--- src/rtl/reset_request_gen.sv ---
// Initiator side of the board reset path: issues timed reset requests from software or a
// watchdog, then confirms assert and release through the reset block's feedback.
module reset_request_gen #(
    parameter int unsigned REQ_WIDTH  = 16,
    parameter int unsigned TIMEOUT    = 4096,
    parameter int unsigned WDOG_WIDTH = 24
) (
    input  logic                  clk,
    input  logic                  ip_async_reset_i,
    input  logic                  sw_req_i,
    input  logic                  wdog_kick_i,
    input  logic [WDOG_WIDTH-1:0] wdog_limit_i,
    input  logic                  rst_fb_i,
    input  logic                  err_clr_i,
    output logic                  op_reset_req_o,
    output logic                  busy_o,
    output logic                  done_o,
    output logic                  err_timeout_o,
    output logic                  wdog_fired_o,
    output logic [7:0]            req_count_o
);

    localparam int unsigned CntMax = (REQ_WIDTH > TIMEOUT) ? REQ_WIDTH : TIMEOUT;
    localparam int unsigned CntW   = (CntMax > 1) ? $clog2(CntMax) : 1;
    localparam logic [CntW-1:0]       ReqLast = CntW'(REQ_WIDTH - 1);
    localparam logic [CntW-1:0]       ToLast  = CntW'(TIMEOUT - 1);
    localparam logic [CntW-1:0]       CntOne  = CntW'(1);
    localparam logic [WDOG_WIDTH-1:0] WdOne   = WDOG_WIDTH'(1);

    typedef enum logic [2:0] {
        StIdle,
        StAssert,
        StWaitAck,
        StWaitRel,
        StDone
    } state_t;

    state_t                state, state_next;
    logic [CntW-1:0]       cnt, cnt_next;
    logic [WDOG_WIDTH-1:0] wd_cnt, wd_cnt_next;
    logic                  req, req_next;
    logic                  done, done_next;
    logic                  err, err_next;
    logic                  wdog_fired, wdog_fired_next;
    logic [7:0]            count, count_next;
    logic                  fb_meta, fb_s;
    logic [1:0]            rst_pipe;
    logic                  rst;
    logic                  idle, wd_on, expire;

    // Asynchronous assertion, release aligned to clk.
    always_ff @(posedge clk or posedge ip_async_reset_i) begin
        if (ip_async_reset_i) begin
            rst_pipe <= 2'b11;
        end else begin
            rst_pipe <= {rst_pipe[0], 1'b0};
        end
    end
    assign rst = rst_pipe[1];

    assign idle   = (state == StIdle);
    assign wd_on  = (wdog_limit_i != '0);
    assign expire = idle && wd_on && !wdog_kick_i && (wd_cnt == wdog_limit_i - WdOne);

    always_comb begin
        wd_cnt_next = wd_cnt;
        if (wdog_kick_i || !idle || expire) begin
            wd_cnt_next = '0;
        end else if (wd_on) begin
            wd_cnt_next = wd_cnt + WdOne;
        end
    end

    always_comb begin
        state_next      = state;
        cnt_next        = cnt;
        req_next        = 1'b0;
        done_next       = 1'b0;
        err_next        = err;
        wdog_fired_next = wdog_fired;
        count_next      = count;

        // Clear first so a same-cycle set event below takes priority.
        if (err_clr_i) begin
            err_next        = 1'b0;
            wdog_fired_next = 1'b0;
        end

        unique case (state)
            StIdle: begin
                if (sw_req_i || expire) begin
                    state_next = StAssert;
                    cnt_next   = '0;
                    req_next   = 1'b1;
                    if (expire) begin
                        wdog_fired_next = 1'b1;
                    end
                end
            end
            StAssert: begin
                if (cnt == ReqLast) begin
                    state_next = StWaitAck;
                    cnt_next   = '0;
                end else begin
                    req_next = 1'b1;
                    cnt_next = cnt + CntOne;
                end
            end
            StWaitAck: begin
                if (fb_s) begin
                    state_next = StWaitRel;
                    cnt_next   = '0;
                end else if (cnt == ToLast) begin
                    err_next   = 1'b1;
                    state_next = StIdle;
                    cnt_next   = '0;
                end else begin
                    cnt_next = cnt + CntOne;
                end
            end
            StWaitRel: begin
                if (!fb_s) begin
                    state_next = StDone;
                    cnt_next   = '0;
                    done_next  = 1'b1;
                    count_next = count + 8'd1;
                end else if (cnt == ToLast) begin
                    err_next   = 1'b1;
                    state_next = StIdle;
                    cnt_next   = '0;
                end else begin
                    cnt_next = cnt + CntOne;
                end
            end
            StDone: begin
                state_next = StIdle;
            end
            default: begin
                state_next = StIdle;
                cnt_next   = '0;
            end
        endcase
    end

    always_ff @(posedge clk or posedge rst) begin
        if (rst) begin
            state      <= StIdle;
            cnt        <= '0;
            wd_cnt     <= '0;
            req        <= 1'b0;
            done       <= 1'b0;
            err        <= 1'b0;
            wdog_fired <= 1'b0;
            count      <= 8'd0;
            fb_meta    <= 1'b0;
            fb_s       <= 1'b0;
        end else begin
            state      <= state_next;
            cnt        <= cnt_next;
            wd_cnt     <= wd_cnt_next;
            req        <= req_next;
            done       <= done_next;
            err        <= err_next;
            wdog_fired <= wdog_fired_next;
            count      <= count_next;
            fb_meta    <= rst_fb_i;
            fb_s       <= fb_meta;
        end
    end

    assign op_reset_req_o = req;
    assign busy_o         = !idle;
    assign done_o         = done;
    assign err_timeout_o  = err;
    assign wdog_fired_o   = wdog_fired;
    assign req_count_o    = count;

endmodule
--- config.mk ---
export PLATFORM = sky130hd
export DESIGN_NAME = reset_request_gen
export DESIGN_NICKNAME = d
export VERILOG_FILES = /design/src/rtl/reset_request_gen.sv
export SDC_FILE = /design/constraint.sdc
export NUM_CORES = 1
export LEC_CHECK = 0
export ABC_AREA = 0
export ABC_CLOCK_PERIOD_IN_PS = 2600
export CAP_MARGIN = 25
export CORE_MARGIN = 3
export CORE_UTILIZATION = 50
export CTS_BUF_LIST = sky130_fd_sc_hd__clkbuf_4
export CTS_CLUSTER_SIZE = 8
export DETAILED_ROUTE_END_ITERATION = 7
export HOLD_SLACK_MARGIN = 0.12
export PLACE_DENSITY = 0.73
export SKIP_LAST_GASP = 1
export SLEW_MARGIN = 10
export SYNTH_ARGS = -nofsm -noshare
export SYNTH_HDL_FRONTEND = slang
export SYNTH_SLANG_ARGS = --single-unit
--- constraint.sdc ---
create_clock -name clk -period 2.6 [get_ports clk]
set_clock_uncertainty 0.2 [all_clocks]
set_input_delay 0.52 -clock clk [delete_from_list [all_inputs] [get_ports clk]]
set_output_delay 0.52 -clock clk [all_outputs]
set_load 0.02 [all_outputs]
==> results_dict.tcl <==
set metrics [dict create \
    synth_edf_count 0 \
    period_minus_slack_ns 2.91 \
    status "finished, violations left" \
    drive_gt1_share_pct 27.9 \
    synthTopCellsByCount "dfrtp_1 (53), nor2_1 (45), nand2_1 (29)" \
    cts_tree "yes" \
    fin_nets 533 \
    worstMarginPinSlew_ns 0.691 \
    fp.dieArea_um2 8110 \
    start_util_pct 51.7 \
    synthTopCellsByArea "dfrtp_1 (38%), xnor2_1 (6.9%), xor2_1 (6.9%), nor2_1 (4.8%), and3_1 (3.4%)" \
    hold_slack_ns 0.122 \
    firstDrtPassIters 4 \
    grt_antenna_before_repair 0 \
    fin_tns_setup_ns -6.68 \
    htree_levels 2 \
    die_h_um 90.1 \
    setup_viol 38 \
    grt.total_usage_pct 23.1 \
    yosys.area_share.simple_pct 31.0 \
    die_w_um 90.1 \
    viasPerCell 5.57 \
    synth_ff_type "dfrtp_1" \
    synth_compound_area_share_pct 10.6 \
    syn_inst 381 \
    final_util_pct 73.0 \
    drtIter0Drc 214 \
    core_area_um2 6830 \
    cp_data_arrival_time_ns 2.98 \
    hpwlAfterDp_mm 6.79 \
    syn_area_um2 3530 \
    drc 0 \
    crit_path_end_kind "flop" \
    area_delta_synth_final_pct 41.1 \
    ir_drop_mv 0.439 \
    crit_type "primary input to flop" \
    synth_async_sr_flop_share_pct 100 \
    ys_seq_elements 55 \
    overflow 0 \
    reg2reg_from "state[1]" \
    max_slew_margin_pct 53.3 \
    routed_wl_mm 9.22 \
    core.rowCount 30 \
    drv_cap 0 \
    cts-root-buf "clkbuf_4" \
    insertion_delay_ns 0.37 \
    clock.fmax_mhz 344 \
    finalHoldViolations 0 \
    powerDensity_nw_per_um2 447 \
    synthXorXnorAreaFrac_pct 13.9 \
    min_path_type "flop to async pin" \
    grt_pass1_wl_mm 15.6 \
    placed_cell_area_um2 4580 \
    synth-seq-area-share_pct 39.0 \
    ios 43 \
    post-route-period-util_pct 112 \
    finalMaxSlewViolations 0 \
    clkTransAtPathRegs_ns 0.16 \
    avgSynthCellArea_um2 9.27 \
    grt_max_degree 29 \
    final_area_um2 4980 \
    path_max_fanout 3 \
    globalplace.congestion 0.900 \
    synth_top_area_share_pct 37.5 \
    synth_most_common_cell "dfrtp_1" \
    crit_start "wdog_limit_i[19]" \
    cts_sinks 55 \
    numPortBuffers 42 \
    critPathLaunchType "primary input" \
    cts_made_buffers 5 \
    ctsHoldBuffers 0 \
    ys_warn_count 0 \
    synthAdderAreaFrac_pct 1.77 \
    failed_checks "setup timing" \
    clk_path_buf_depth 2 \
    rsz0062_at_grt "yes" \
    p_leak_uw 0.00225 \
    synth.distinct_cells 61 \
    n_antenna_cell 0 \
    wl_per_cell_um 15.5 \
    grt_pass1_vias 3294 \
    synth.largest_area_cell "dfrtp_1" \
    synth_mux_area_share_pct 1.49 \
    worstPathRequired_ns 2.68 \
    ant_nets 0 \
    synth_fp_nets 416 \
    synth_top_family_by_area "simple AND/OR/NAND/NOR gates" \
    fin_ws_ns -0.307 \
    power.total_uw 2230 \
    vias 3317 \
]
metrics by stage:
step	setup WS [ns]	cells
2_1_floorplan	-0.283	381
3_5_place_dp	-1.23	577
4_1_cts	-0.350	591
3_3_place_gp	-1.09	577
5_1_grt	-0.381	595
6_report	-0.307	595
power by group:
group          switching, µW  internal [µW]  leakage, µW
Sequential              74.0            933     0.000741
Combinational            364            392      0.00146
Clock                    262            203    0.0000432
flip-flops by register name, indices dropped and copies added, names as in the netlist, 2 cells and up:
name	count
state	3
cnt	12
req_count_o	8
rst_pipe	2
wd_cnt	24
repair_timing:
action                                  in CTS  in global routing
endpoints found under the setup margin      39                 40
endpoints found under the hold margin        0                  0
gates resized for setup                     44                 30
pin swaps                                   22                 21
buffers inserted                             6                  4
gates cloned                                 1                  0
cell usage in the layout (no fill, tap or decap), drive strengths merged, types with 4 or more instances in the layout:
master,n
or3,7
dlygate4sd2,6
a21o,4
or4,4
a21oi,9
nand2b,8
nor2,45
dlymetal6s2s,7
ha,5
and2,4
xor2,28
nand3,18
clkbuf,5
nor3b,5
inv,8
nor4,12
buf,80
dfrtp,53
nand4,14
xnor2,28
a211o,6
o21ai,6
and3,19
clkdlybuf4s50,25
nor3,14
nand2,29
layer usage:
metal / up-vias / global-route usage [%] / routed length [µm]
met5: - / 0 / 0
met1: 1602 / 30.1 / 3950
li1: 1604 / - / -
met3: 17 / 3.60 / 475
met2: 94 / 40.2 / 4650
met4: 0 / 5.99 / 143
worst paths after layout:
path	end	slack, ns	cells after the start
max	state[0]	-0.31	12
min	wd_cnt[21]	0.12	1
max reg2reg	cnt[11]	-0.20	8
min reg2reg	wd_cnt[21]	0.12	1
max in group asynchronous	cnt[6]	1.47	2
min in group clk	rst_pipe[1]	0.17	0
critical path: stages:
cell	delay (ns)
clkdlybuf4s50_1	0.44
nor4_1	0.28
buf_4	0.17
and3_1	0.18
a21o_1	0.13
a21oi_1	0.07
o32a_2	0.42
a41oi_4	0.26
buf_4	0.15
buf_6	0.09
o21bai_4	0.05
a31o_2	0.21
cell type report:
type | instances | area [µm²]
clock inverters | 3 | 42.5
inverters | 7 | 26.3
well taps | 96 | 120
repair buffers | 119 | 1040
flip-flops and latches | 55 | 1380
clock buffers | 5 | 37.5
multi-input cells | 310 | 2340
fillers | 523 | 1850
logic make-up after synthesis:
group                      after synthesis
DFF                                     55
adders and majority gates                5
AOI/OAI and AO/OA                       49
xor gates and xnor gates                56
buffers and inverters                   17
other                                    1
muxes                                    5
and+or+nand+nor                        193
(Power assumes the default switching activity.)
